--- src/rtl/alu_share_arbiter.sv ---
// -----------------------------------------------------------------------------
// alu_share_arbiter
//
// Purpose:
//   Time-shares one combinational ALU between two requesters. Each requester
//   presents an operand pair and a 3-bit function code on a valid/ready
//   request channel. It receives the ALU result and zero flag on a
//   valid/ready response channel. Arbitration is round-robin, and only one
//   operation is in flight at a time. Each operation runs IDLE -> EXEC ->
//   RESP -> IDLE.
//
// Ports:
//   clk                 system clock, rising-edge active
//   reset_n             asynchronous active-low reset
//   req_valid[1:0]      request valid, bit i = requester i
//   req_a0/req_a1       operand a for requester 0 / 1
//   req_b0/req_b1       operand b for requester 0 / 1
//   req_f0/req_f1       ALU function code for requester 0 / 1 (passed through)
//   req_ready[1:0]      request accept; at most one bit set, only in IDLE
//   rsp_valid[1:0]      response valid, only the owner's bit, only in RESP
//   rsp_y               captured ALU result (shared, qualified by rsp_valid)
//   rsp_zero            captured ALU zero flag (qualified by rsp_valid)
//   rsp_ready[1:0]      response accept; only the owner's bit is looked at
//   alu_a/alu_b/alu_f   ALU inputs, non-zero only during EXEC
//   alu_y/alu_zero      ALU outputs, sampled at the end of EXEC
// -----------------------------------------------------------------------------
module alu_share_arbiter #(
  parameter int W = 32
) (
  input  logic         clk,
  input  logic         reset_n,
  input  logic [1:0]   req_valid,
  input  logic [W-1:0] req_a0,
  input  logic [W-1:0] req_a1,
  input  logic [W-1:0] req_b0,
  input  logic [W-1:0] req_b1,
  input  logic [2:0]   req_f0,
  input  logic [2:0]   req_f1,
  output logic [1:0]   req_ready,
  output logic [1:0]   rsp_valid,
  output logic [W-1:0] rsp_y,
  output logic         rsp_zero,
  input  logic [1:0]   rsp_ready,
  output logic [W-1:0] alu_a,
  output logic [W-1:0] alu_b,
  output logic [2:0]   alu_f,
  input  logic [W-1:0] alu_y,
  input  logic         alu_zero
);

  typedef enum logic [1:0] {
    IDLE = 2'd0,
    EXEC = 2'd1,
    RESP = 2'd2
  } state_e;

  state_e       state_q;
  logic         owner_q;
  logic         last_grant_q;
  // Low until the first clock after reset is released. This keeps req_ready
  // at 0 while reset is held, even though the state is already IDLE.
  logic         armed_q;
  // The operand/function registers feed the ALU directly. They are loaded
  // on accept and cleared when EXEC ends, so the ALU sees zero outside EXEC.
  logic [W-1:0] alu_a_q;
  logic [W-1:0] alu_b_q;
  logic [2:0]   alu_f_q;
  logic [W-1:0] y_q;
  logic         zero_q;
  logic [1:0]   rsp_valid_q;

  logic         grant_d;
  logic         accept_d;
  logic         rsp_done_d;
  logic [W-1:0] sel_a_d;
  logic [W-1:0] sel_b_d;
  logic [2:0]   sel_f_d;

  // ---------------------------------------------------------------------------
  // Round-robin grant and request accept.
  // ---------------------------------------------------------------------------
  // A lone request is granted directly. When both requesters are valid,
  // the one that was not served last wins.
  always_comb begin
    grant_d = 1'b0;
    unique case (req_valid)
      2'b01:   grant_d = 1'b0;
      2'b10:   grant_d = 1'b1;
      2'b11:   grant_d = ~last_grant_q;
      default: grant_d = 1'b0;
    endcase
  end

  always_comb begin
    req_ready = 2'b00;
    if ((state_q == IDLE) && armed_q && (req_valid != 2'b00)) begin
      req_ready[grant_d] = 1'b1;
    end
  end

  // The ready bit is only raised for a valid requester, so any ready bit
  // means a handshake takes place.
  assign accept_d = |(req_ready & req_valid);

  always_comb begin
    sel_a_d = grant_d ? req_a1 : req_a0;
    sel_b_d = grant_d ? req_b1 : req_b0;
    sel_f_d = grant_d ? req_f1 : req_f0;
  end

  // Only the owner's rsp_valid bit is ever set. Masking with rsp_ready
  // therefore ignores the non-owner's ready.
  assign rsp_done_d = |(rsp_valid_q & rsp_ready);

  // ---------------------------------------------------------------------------
  // Control FSM and datapath registers.
  // ---------------------------------------------------------------------------
  always_ff @(posedge clk or negedge reset_n) begin
    if (!reset_n) begin
      state_q      <= IDLE;
      owner_q      <= 1'b0;
      last_grant_q <= 1'b1;
      armed_q      <= 1'b0;
      alu_a_q      <= '0;
      alu_b_q      <= '0;
      alu_f_q      <= '0;
      y_q          <= '0;
      zero_q       <= 1'b0;
      rsp_valid_q  <= 2'b00;
    end else begin
      armed_q <= 1'b1;
      unique case (state_q)
        IDLE: begin
          if (accept_d) begin
            alu_a_q <= sel_a_d;
            alu_b_q <= sel_b_d;
            alu_f_q <= sel_f_d;
            owner_q <= grant_d;
            state_q <= EXEC;
          end
        end
        EXEC: begin
          // The ALU is purely combinational. Its output is settled by the
          // end of the single EXEC cycle.
          y_q         <= alu_y;
          zero_q      <= alu_zero;
          alu_a_q     <= '0;
          alu_b_q     <= '0;
          alu_f_q     <= '0;
          rsp_valid_q <= owner_q ? 2'b10 : 2'b01;
          state_q     <= RESP;
        end
        RESP: begin
          // Round-robin history advances only when the result is consumed.
          // A stalled response therefore does not change who goes next.
          if (rsp_done_d) begin
            rsp_valid_q  <= 2'b00;
            last_grant_q <= owner_q;
            state_q      <= IDLE;
          end
        end
        default: begin
          rsp_valid_q <= 2'b00;
          alu_a_q     <= '0;
          alu_b_q     <= '0;
          alu_f_q     <= '0;
          state_q     <= IDLE;
        end
      endcase
    end
  end

  // ---------------------------------------------------------------------------
  // Outputs are direct register copies.
  // ---------------------------------------------------------------------------
  assign rsp_valid = rsp_valid_q;
  assign rsp_y     = y_q;
  assign rsp_zero  = zero_q;
  assign alu_a     = alu_a_q;
  assign alu_b     = alu_b_q;
  assign alu_f     = alu_f_q;

endmodule

--- config.mk ---
export PLATFORM = sky130hd
export DESIGN_NAME = alu_share_arbiter
export DESIGN_NICKNAME = d
export VERILOG_FILES = /design/src/rtl/alu_share_arbiter.sv
export SDC_FILE = /design/constraint.sdc
export NUM_CORES = 1
export LEC_CHECK = 0
export ABC_AREA = 0
export CAP_MARGIN = 20
export CORE_ASPECT_RATIO = 1.2
export CORE_MARGIN = 1.5
export CORE_UTILIZATION = 42
export CTS_BUF_LIST = sky130_fd_sc_hd__clkbuf_8
export CTS_CLUSTER_SIZE = 14
export DETAILED_ROUTE_END_ITERATION = 7
export PLACE_DENSITY = 0.88
export SYNTH_ARGS = -nofsm -noshare
export SYNTH_HDL_FRONTEND = slang
export SYNTH_SLANG_ARGS = --single-unit
--- constraint.sdc ---
create_clock -name clk -period 2.75 [get_ports clk]
set_clock_uncertainty 0.15 [all_clocks]
set_input_delay 0.4125 -clock clk [delete_from_list [all_inputs] [get_ports clk]]
set_output_delay 0.4125 -clock clk [all_outputs]
set_load 0.01 [all_outputs]
# [Yosys cells after proc, flatten, opt, wreduce, memory -nomap -nowiden]
# Index checks and enable logic that the tools add are counted.
[totals] reg_bits=107 output_inout_bits=104 in_bits=173
[classes] n_eq_ne=6 bitwise_logic=5 n_lt_le_gt_ge=2 n_reduce_logical=12 muxes=18
[ops] operator="two-way mux 32 bit" n=4
[ops] operator="one-hot mux 32 bit (2 select lines)" n=2
[ops] operator="one-hot mux 2 bit (3 select lines)" n=2
[ops] operator="AND reduction 2 bit" n=5
[ops] operator="two-way mux 2 bit" n=4
[ops] operator="equality test 2 bit (second input constant)" n=3
[ops] operator="two-way mux 3 bit" n=2
[ops] operator="one-hot mux 3 bit (2 select lines)" n=1
[ops] operator="bitwise AND 2 bit" n=2
[ops] operator="!= test 2 bit (second input constant)" n=2
[ops] operator="OR reduction 2 bit" n=2
[ops] operator="logical AND 1 bit" n=3
[ops] operator="NOT 1 bit" n=3
[ops] operator="equality test 2 x 1 -> 1 bit (second input constant)" n=1
[ops] operator="zero test 2 bit" n=1
[ops] operator="< comparator 1 x 2 -> 1 bit (second input constant)" n=1
[ops] operator="one-hot mux 1 bit (2 select lines)" n=1
[ops] operator="nonzero test 2 bit" n=1
[ops] operator="demux 1 bit (select 1 bit)" n=1
[ops] operator="greater-or-equal comparator 1 bit (second input constant)" n=1
[ops] operator="two-way mux 1 bit" n=1

# [Depth between registers and ports, before layout]
# Gate-level depths: netlist of run 1.
[logic_depth] depth_word=11 depth_mapped=6 depth_no_buf=3

# [Worst setup path after synthesis of run 1]
# Ideal clock, no wire load.
[synth_path] kind="register to output" from="reg last_grant_q" to="out req_ready[0]" arrival_time_ps=1170 n_path_buf=3 setup_slack_ps=1018 path_stages_with_launch=6 path_cell_list="dfstp_2 -> a21boi_2 -> buf_4 -> buf_6 -> buf_8 -> nor2_1"
[synth_via] elab_chain_len=7 elab_cells_between_ends=8
[synth_lines] element="start: declaration" line="59" source="logic last_grant_q;"
[synth_lines] element="start signal: assignment" line="158" source="last_grant_q <= owner_q;"
[synth_lines] element="NOT 1 bit (*)" line="89" source="2'b11: grant_d = ~last_grant_q;"
[synth_lines] element="one-hot mux 1 bit (2 select lines) (*)" line="86" source="unique case (req_valid)"
[synth_lines] element="< comparator 1 x 2 -> 1 bit (implied by the code) or greater-or-equal comparator 1 bit (tied branches)" line="97" source="req_ready[grant_d] = 1'b1;"
[synth_lines] element="logical AND 1 bit (implied by the code)" line="97"
[synth_lines] element="two-way mux 1 bit (implied by the code)" line="97"
[synth_lines] element="demux 1 bit (select 1 bit) (*)" line="97"
[synth_lines] element="two-way mux 2 bit (*)" line="96" source="if ((state_q == IDLE) && armed_q && (req_valid != 2'b00)) begin"
[synth_lines] element="end: declaration" line="39" source="output logic [1:0] req_ready,"
# Mark *: on every way between the ends. The rest lies on a longest branch, timed or not.

# [Worst setup path in the final report of run 1]
[layout_path] from="in req_valid[1]" to="out req_ready[1]"
[layout_via] elab_chain_len=7 elab_cells_between_ends=11
[layout_lines] element="start: declaration" line="32" source="input logic [1:0] req_valid,"
[layout_lines] element="equality test 2 bit" line="86"
[layout_lines] element="one-hot mux 1 bit (2 select lines)" line="86"
[layout_lines] element="< comparator 1 x 2 -> 1 bit (implied by the code) or greater-or-equal comparator 1 bit (tied branches)" line="97"
[layout_lines] element="logical AND 1 bit (implied by the code)" line="97"
[layout_lines] element="two-way mux 1 bit (implied by the code)" line="97"
[layout_lines] element="demux 1 bit (select 1 bit)" line="97"
[layout_lines] element="two-way mux 2 bit (*)" line="96"
# Marks and branches as above.

==> flow_summary_export.csv, run 1 <==
group,metric,value,unit
global_routing,grt_pass1_vias,4156,
timing,slew_violations,0,
logic_synthesis,synthArstFlopShare,100,%
global_routing,grt_usage,22.9,%
detailed_routing,first_pass_iters,4,
layout,fin_nets,784,
floorplanning,io_pins,277,
critical_path,crit_path_end_kind,"output port",
pwr,peakVddDrop,0.585,mV
logic_synthesis,synth_seq_cells,107,
detailed_routing,vias_per_cell,4.94,
logic_synthesis,ys_dominant_reg_cell,"dfrtp_1",
logic_synthesis,ys_types,28,
placement,place_hpwl,10.5,mm
critical_path,slowest_delay,600,ps
min_path,hold_path.class,"primary input to asynchronous set/reset pin",
placement,pre_cts_ws,219,ps
logic_synthesis,synth_common_cells,"106 x dfrtp_1, 87 x mux2i_1, 47 x o2bb2ai_1",
cts,htree_levels,3,
logic_synthesis,syn_area,4780,um^2
status,outcome,"finished, final reports clean",
logic_synthesis,yosysSeqAreaShare,56.0,%
timing,fmaxAchievable,395,MHz
cts,root_buffer,"clkbuf_8",
global_routing,antenna_found_initial,0,
floorplanning,start_util,43.1,%
cts,cts_tree,"done",
cts,clock_latency,360,ps
critical_path,startpoint_type,"primary input",
logic_synthesis,synthCells,343,
pwr,p_leak,3.41,nW
timing,setup_viol,0,
detailed_routing,routed_wl,13.5,mm
floorplanning,die_height,120,um
detailed_routing,route.detailed.drc,0,
floorplanning,dieArea,12000,um^2
timing,worst_pin_slew,831,ps
timing,period_minus_slack,2530,ps
logic_synthesis,yosysMostFrequentCell,"dfrtp_1",
critical_path,worstPathArrival,1970,ps
timing,tns,0,ps
logic_synthesis,synthTopCellsByArea,"dfrtp_1 55%, mux2i_1 18%, o2bb2ai_1 8.6%",
logic_synthesis,synth_top_area_share,55.5,%
critical_path,slowest_stage,"clkdlybuf4s50_1",
detailed_routing,antenna_left,0,
placement,portBuffers,276,
floorplanning,rows,42,
cts,clk_pin_slew_worst_paths,90,ps
global_routing,grt_max_degree,70,
pwr,powerDensity,880,nW/um^2
cts,ctsLongestPathBuffers,2,
critical_path,criticalPathCategory,"primary input to output port",
logic_synthesis,syn_area_per_cell,13.9,um^2
layout,n_antenna_cell,0,
cts,cts.sinks,107,
layout,drive_above_1_share,9.25,%
timing,hold_viol,0,
cts,cts_made_buffers,9,
placement,gp_congestion,0.765,
logic_synthesis,synth_largest_area_cell,"dfrtp_1",
timing,period_share,92.0,%
floorplanning,die_w,100,um
detailed_routing,vias,3800,
detailed_routing,drt_iter0_drc,83,
global_routing,grt_first_pass_wirelength,21.2,mm
timing,slew_headroom,44.6,%
critical_path,crit_required,2190,ps
critical_path,startpoint,"req_valid[1]",
floorplanning,core_area,11100,um^2
global_routing,grt-ovfl-total,0,
timing,fin_ws,221,ps
timing,rsz0062_at_grt,"no",
detailed_routing,wl_per_cell,17.6,um
critical_path,cp_cell_sequence,"clkdlybuf4s50_1 -> a21boi_4 -> and4b_1 -> clkdlybuf4s50_1",
critical_path,path_max_fanout,3,
logic_synthesis,synth_edf_count,0,
critical_path,r2r_start,"state_q[0]",
critical_path,crit_top_cell,"clkdlybuf4s50_1",
logic_synthesis,ys_warn_count,0,
logic_synthesis,syn-num-nets,516,
flow_run,cap_violations,0,
layout,synthToLayoutAreaGrowth,64.0,%
==> registers in the layout, indices dropped and copies added (netlist names) <==
name          cells
alu_a            32
alu_b            32
alu_f             3
armed_q           1
last_grant_q      1
owner_q           1
rsp_valid         2
rsp_y            32
rsp_zero          1
state_q           2
==> cell families after synthesis <==
| family | count (synthesis) | share of synthesized area [%] |
|---|---|---|
| buffers and inverters | 30 | 4.21 |
| AOI/OAI and AO/OA | 57 | 10.0 |
| other | 1 | 0.0784 |
| muxes | 120 | 26.0 |
| DFF | 107 | 56.0 |
| and+or+nand+nor | 28 | 3.71 |
==> critical path: cells and delay by family <==
family	cells	cell delay, ps
buffers and inverters	2	1070
AO/OA/AOI/OAI	1	220
AND/OR/NAND/NOR	1	260
==> placed cells by master, fill, tap and decap left out <==
cell type and instances:
o31ai_1 1, nand2b_1 21, mux2_2 33, clkdlybuf4s50_1 275, a21boi_4 1, mux2i_1 87
o22ai_1 2, nand2_1 1, nand3b_1 1, buf_4 6, nand4b_1 1, buf_12 2
o21ai_0 3, a21o_1 1, and4b_1 1, nand2_2 1, a31oi_4 1, clkbuf_8 10
o2bb2ai_1 47, conb_1 1, bufinv_16 1, inv_1 7, nor2_1 1, dfrtp_1 106
dlygate4sd3_1 1, dfstp_2 1, clkinv_2 1, a22oi_1 1, or2_1 1
==> routing by layer <==
metal	wire length (um)	global-route usage, %
met1	4920	24.2
met2	7150	42.2
met3	1090	6.29
met4	368	9.42
met5	0	0
==> stage by stage <==
stage                     total power [mW]  hold WS, ps  utilization [%]  area [um^2]  instances
after detailed placement              6.05          118             69.0         7650        753
after global placement                5.91          114             69.0         7650        753
after CTS                             6.99          269             70.7         7840        770
after global routing                  7.30          279             70.7         7840        770
final                                 6.90          288             70.7         7840        770
after floorplan                       4.09        -33.1                -         4780        343
==> report_power, final <==
part | internal, mW | leakage, nW | switching [mW] | total, mW
sequential | 2.26 | 1.34 | 0.388 | 2.65
clock | 0.433 | 0.111 | 0.490 | 0.922
combinational | 1.98 | 1.96 | 1.35 | 3.33
==> final timing paths <==
kind | to | slack [ps] | cells past startpoint
setup reg to reg | rsp_y[23] | 740 | 3
setup / recovery | req_ready[1] | 220 | 4
min in group clk | alu_a[2] | 340 | 1
hold reg to reg | alu_a[2] | 340 | 1
hold / removal | alu_b[27] | 290 | 2
max in group asynchronous | rsp_y[8] | 1350 | 3
==> what timing repair did <==
| item | in CTS | in global routing |
|---|---|---|
| resized for setup | 0 | 0 |
| hold buffers | 1 | 0 |
| hold endpoints to repair | 11 | 0 |
| buffers inserted | 0 | 0 |
| setup endpoints to repair | 0 | 0 |
==> cell type report <==
type | instances | area (um^2)
clock buffers | 10 | 138
inverters | 3 | 11.3
clock inverters | 6 | 50.0
repair buffers | 284 | 2850
flip-flops and latches | 107 | 2680
fillers | 778 | 3240
well taps | 154 | 193
multi-input cells | 206 | 1930
Note: power is estimated with default switching activity, not from simulation.
==> run 2, diff against run 1 <==
Settings changed: TNS_END_PERCENT from default to 20.
==> results of run 2 <==
No change in the layout: final DEF, timing and power equal those of run 1.
==> patch (config.mk and constraints of run 2) <==
Reset style: synchronous (`reset_n`), changed in one clocked block. Comments in the files are not updated.
--- a/src/rtl/alu_share_arbiter.sv
+++ b/src/rtl/alu_share_arbiter.sv
@@ -117,3 +117,3 @@
   // ---------------------------------------------------------------------------
-  always_ff @(posedge clk or negedge reset_n) begin
+  always_ff @(posedge clk) begin
     if (!reset_n) begin
Check against the original RTL: differs if reset_n is asserted again (counterexample within 4 cycles, from zero or initial values and one cycle with reset_n low); with reset_n held inactive, the same outputs for 10 cycles.
==> patch against run 2 <==
Area after synthesis fell by 12%; setup slack got worse by 0.13 ns; final area fell by 7.4%; register-to-register slack improved by 0.33 ns; wire length rose by 4.5%; sequential cell count did not move; highest routed layer unchanged; sequential share of layout area fell by 4.7 points.
Power is not compared: it rests on default switching activity, and its combinational part moved more than twofold at a synthesized area within 25%.
==> patch: results (changes against run 2) <==
[sta]
fin_tns_setup_ns=0  ; unchanged
timing_hold_violations_final=0  ; unchanged
whs_ns=0.3104  ; +0.02293 ns
slew_headroom_pct=70.79  ; +26 points
fin_ws_ns=0.08683  ; -0.1345 ns

[finish]
diodes=0  ; unchanged
n_fill_cell=652  ; -16%
final_nets=845  ; +7.8%
drive_gt1_share_pct=5.022  ; -4.2 points

[clocking]
cts.htree.levels=3  ; unchanged
clock_latency_ns=0.36  ; about the same
cts_buffer_depth=2  ; unchanged
root_buffer=clkbuf_8
post_cts_resized=0  ; unchanged
clk_pin_slew_ns=0.09  ; about the same
cts_setup_buffers=0  ; unchanged
cts_inserted_buffers=9  ; unchanged

[detailed_routing]
drt_pre_antenna_iters=4  ; unchanged
vias=4274  ; +12%
drt_wl_total_um=14120  ; +4.5%
drtIter0Drc=151  ; +82%

[setup_path]
path_max_fanout=10  ; +7
critPathTopFamily=simple AND/OR/NAND/NOR gates
max_stage_delay_ns=0.59
reg2reg_slack_ns=1.07  ; +0.33 ns
cpMaxStageDelayCell=clkdlybuf4s50_1
cp.arrival_ns=2.10  ; +0.13 ns

[yosys]
ys.flop_type=dfxtp_1
ys_warn_count=0  ; unchanged
synth_nets=587  ; +14%
yosysSeqAreaShare_pct=50.71  ; -5.3 points
synth_cell_types=26  ; -7.1%
async_flop_share_pct=0  ; -100 points
ys_top_cells_by_count=dfxtp_1 (107), nand2_1 (68), o2bb2ai_1 (67)
ys_top_cells_by_area=dfxtp_1 (51%), o2bb2ai_1 (14%), mux2i_1 (10%), nand2_1 (6.0%), a32oi_1 (5.2%)

[global_route]
grt_pass1_wl_um=21820  ; +2.7%
grt_pass1_vias=4396  ; +5.8%
track_usage_pct=26.30  ; +3.4 points
grt_max_degree=68  ; -2.9%
antenna_found_initial=0  ; unchanged

[power_and_ir_drop]
vdd_ir_drop_max_mv=0.2559
power.leakage_nw=2.540
intPower_mw=2.570

[worst_hold_path]
hold_class=reg -> reg

[outcome]
status=finished, final reports clean

[placed_design]
gp_congestion=0.8183  ; +6.9%
pre_cts_ws_ns=0.2577  ; +0.03853 ns
io_buffers=276  ; unchanged
hpwlAfterDp_um=10590  ; +0.58%

-- patch: final cells by class --
| type | count | share of cell area (%) |
|---|---|---|
| multi-input cells | 261 | 25.62 |
| inverters | 5 | 0.2584 |
| clock buffers | 10 | 1.895 |
| well taps | 123 | 2.119 |
| repair buffers | 288 | 39.62 |
| clock inverters | 6 | 0.9991 |
| flip-flops and latches | 107 | 29.49 |
-- patch: final timing paths --
kind | start | end | cells after the start
setup / recovery | state_q[0] | req_ready[1] | 3
hold reg to reg | rsp_y[27] | rsp_y[27] | 2
hold / removal | rsp_y[27] | rsp_y[27] | 2
setup reg to reg | state_q[1] | alu_a[5] | 4
-- patch: kinds of logic (layout without fill, tap and decap cells) --
family          after synthesis  after routing  synth area share [%]
flops                       107            107                 50.71
simple gates                 82             82                 8.146
mux                          42             42                 9.953
buf+inv                      46            309                 5.894
compound gates              137            137                 25.30
-- patch: metrics by stage --
| step | instances | cell area, µm² |
|---|---|---|
| finish | 800 | 7263 |
| global route | 800 | 7263 |
| CTS | 800 | 7263 |
| detailed placement | 784 | 7053 |
| global placement | 784 | 7053 |
| floorplan | 414 | 4224 |
-- patch: power groups by stage --
stage / Sequential, mW / Clock, mW / Combinational [mW]
CTS: 1.70 / 1.01 / 0.778
floorplan: 1.76 / 0 / 0.247
global route: 1.71 / 1.07 / 0.828
global placement: 1.73 / 0 / 0.756
finish: 1.70 / 0.989 / 0.772
detailed placement: 1.73 / 0 / 0.773
-- patch: layer usage --
metal  part of all wire [%]  vias to the layer above  routed length, µm  GRT usage (%)
li1                       -                     2037                  -              -
met1                     39                     2011               5527          28.95
met2                     50                      204               7103          48.11
met3                    8.6                       22               1217          6.922
met4                    1.9                        0                273          8.856
met5                      0                        -                  0              0
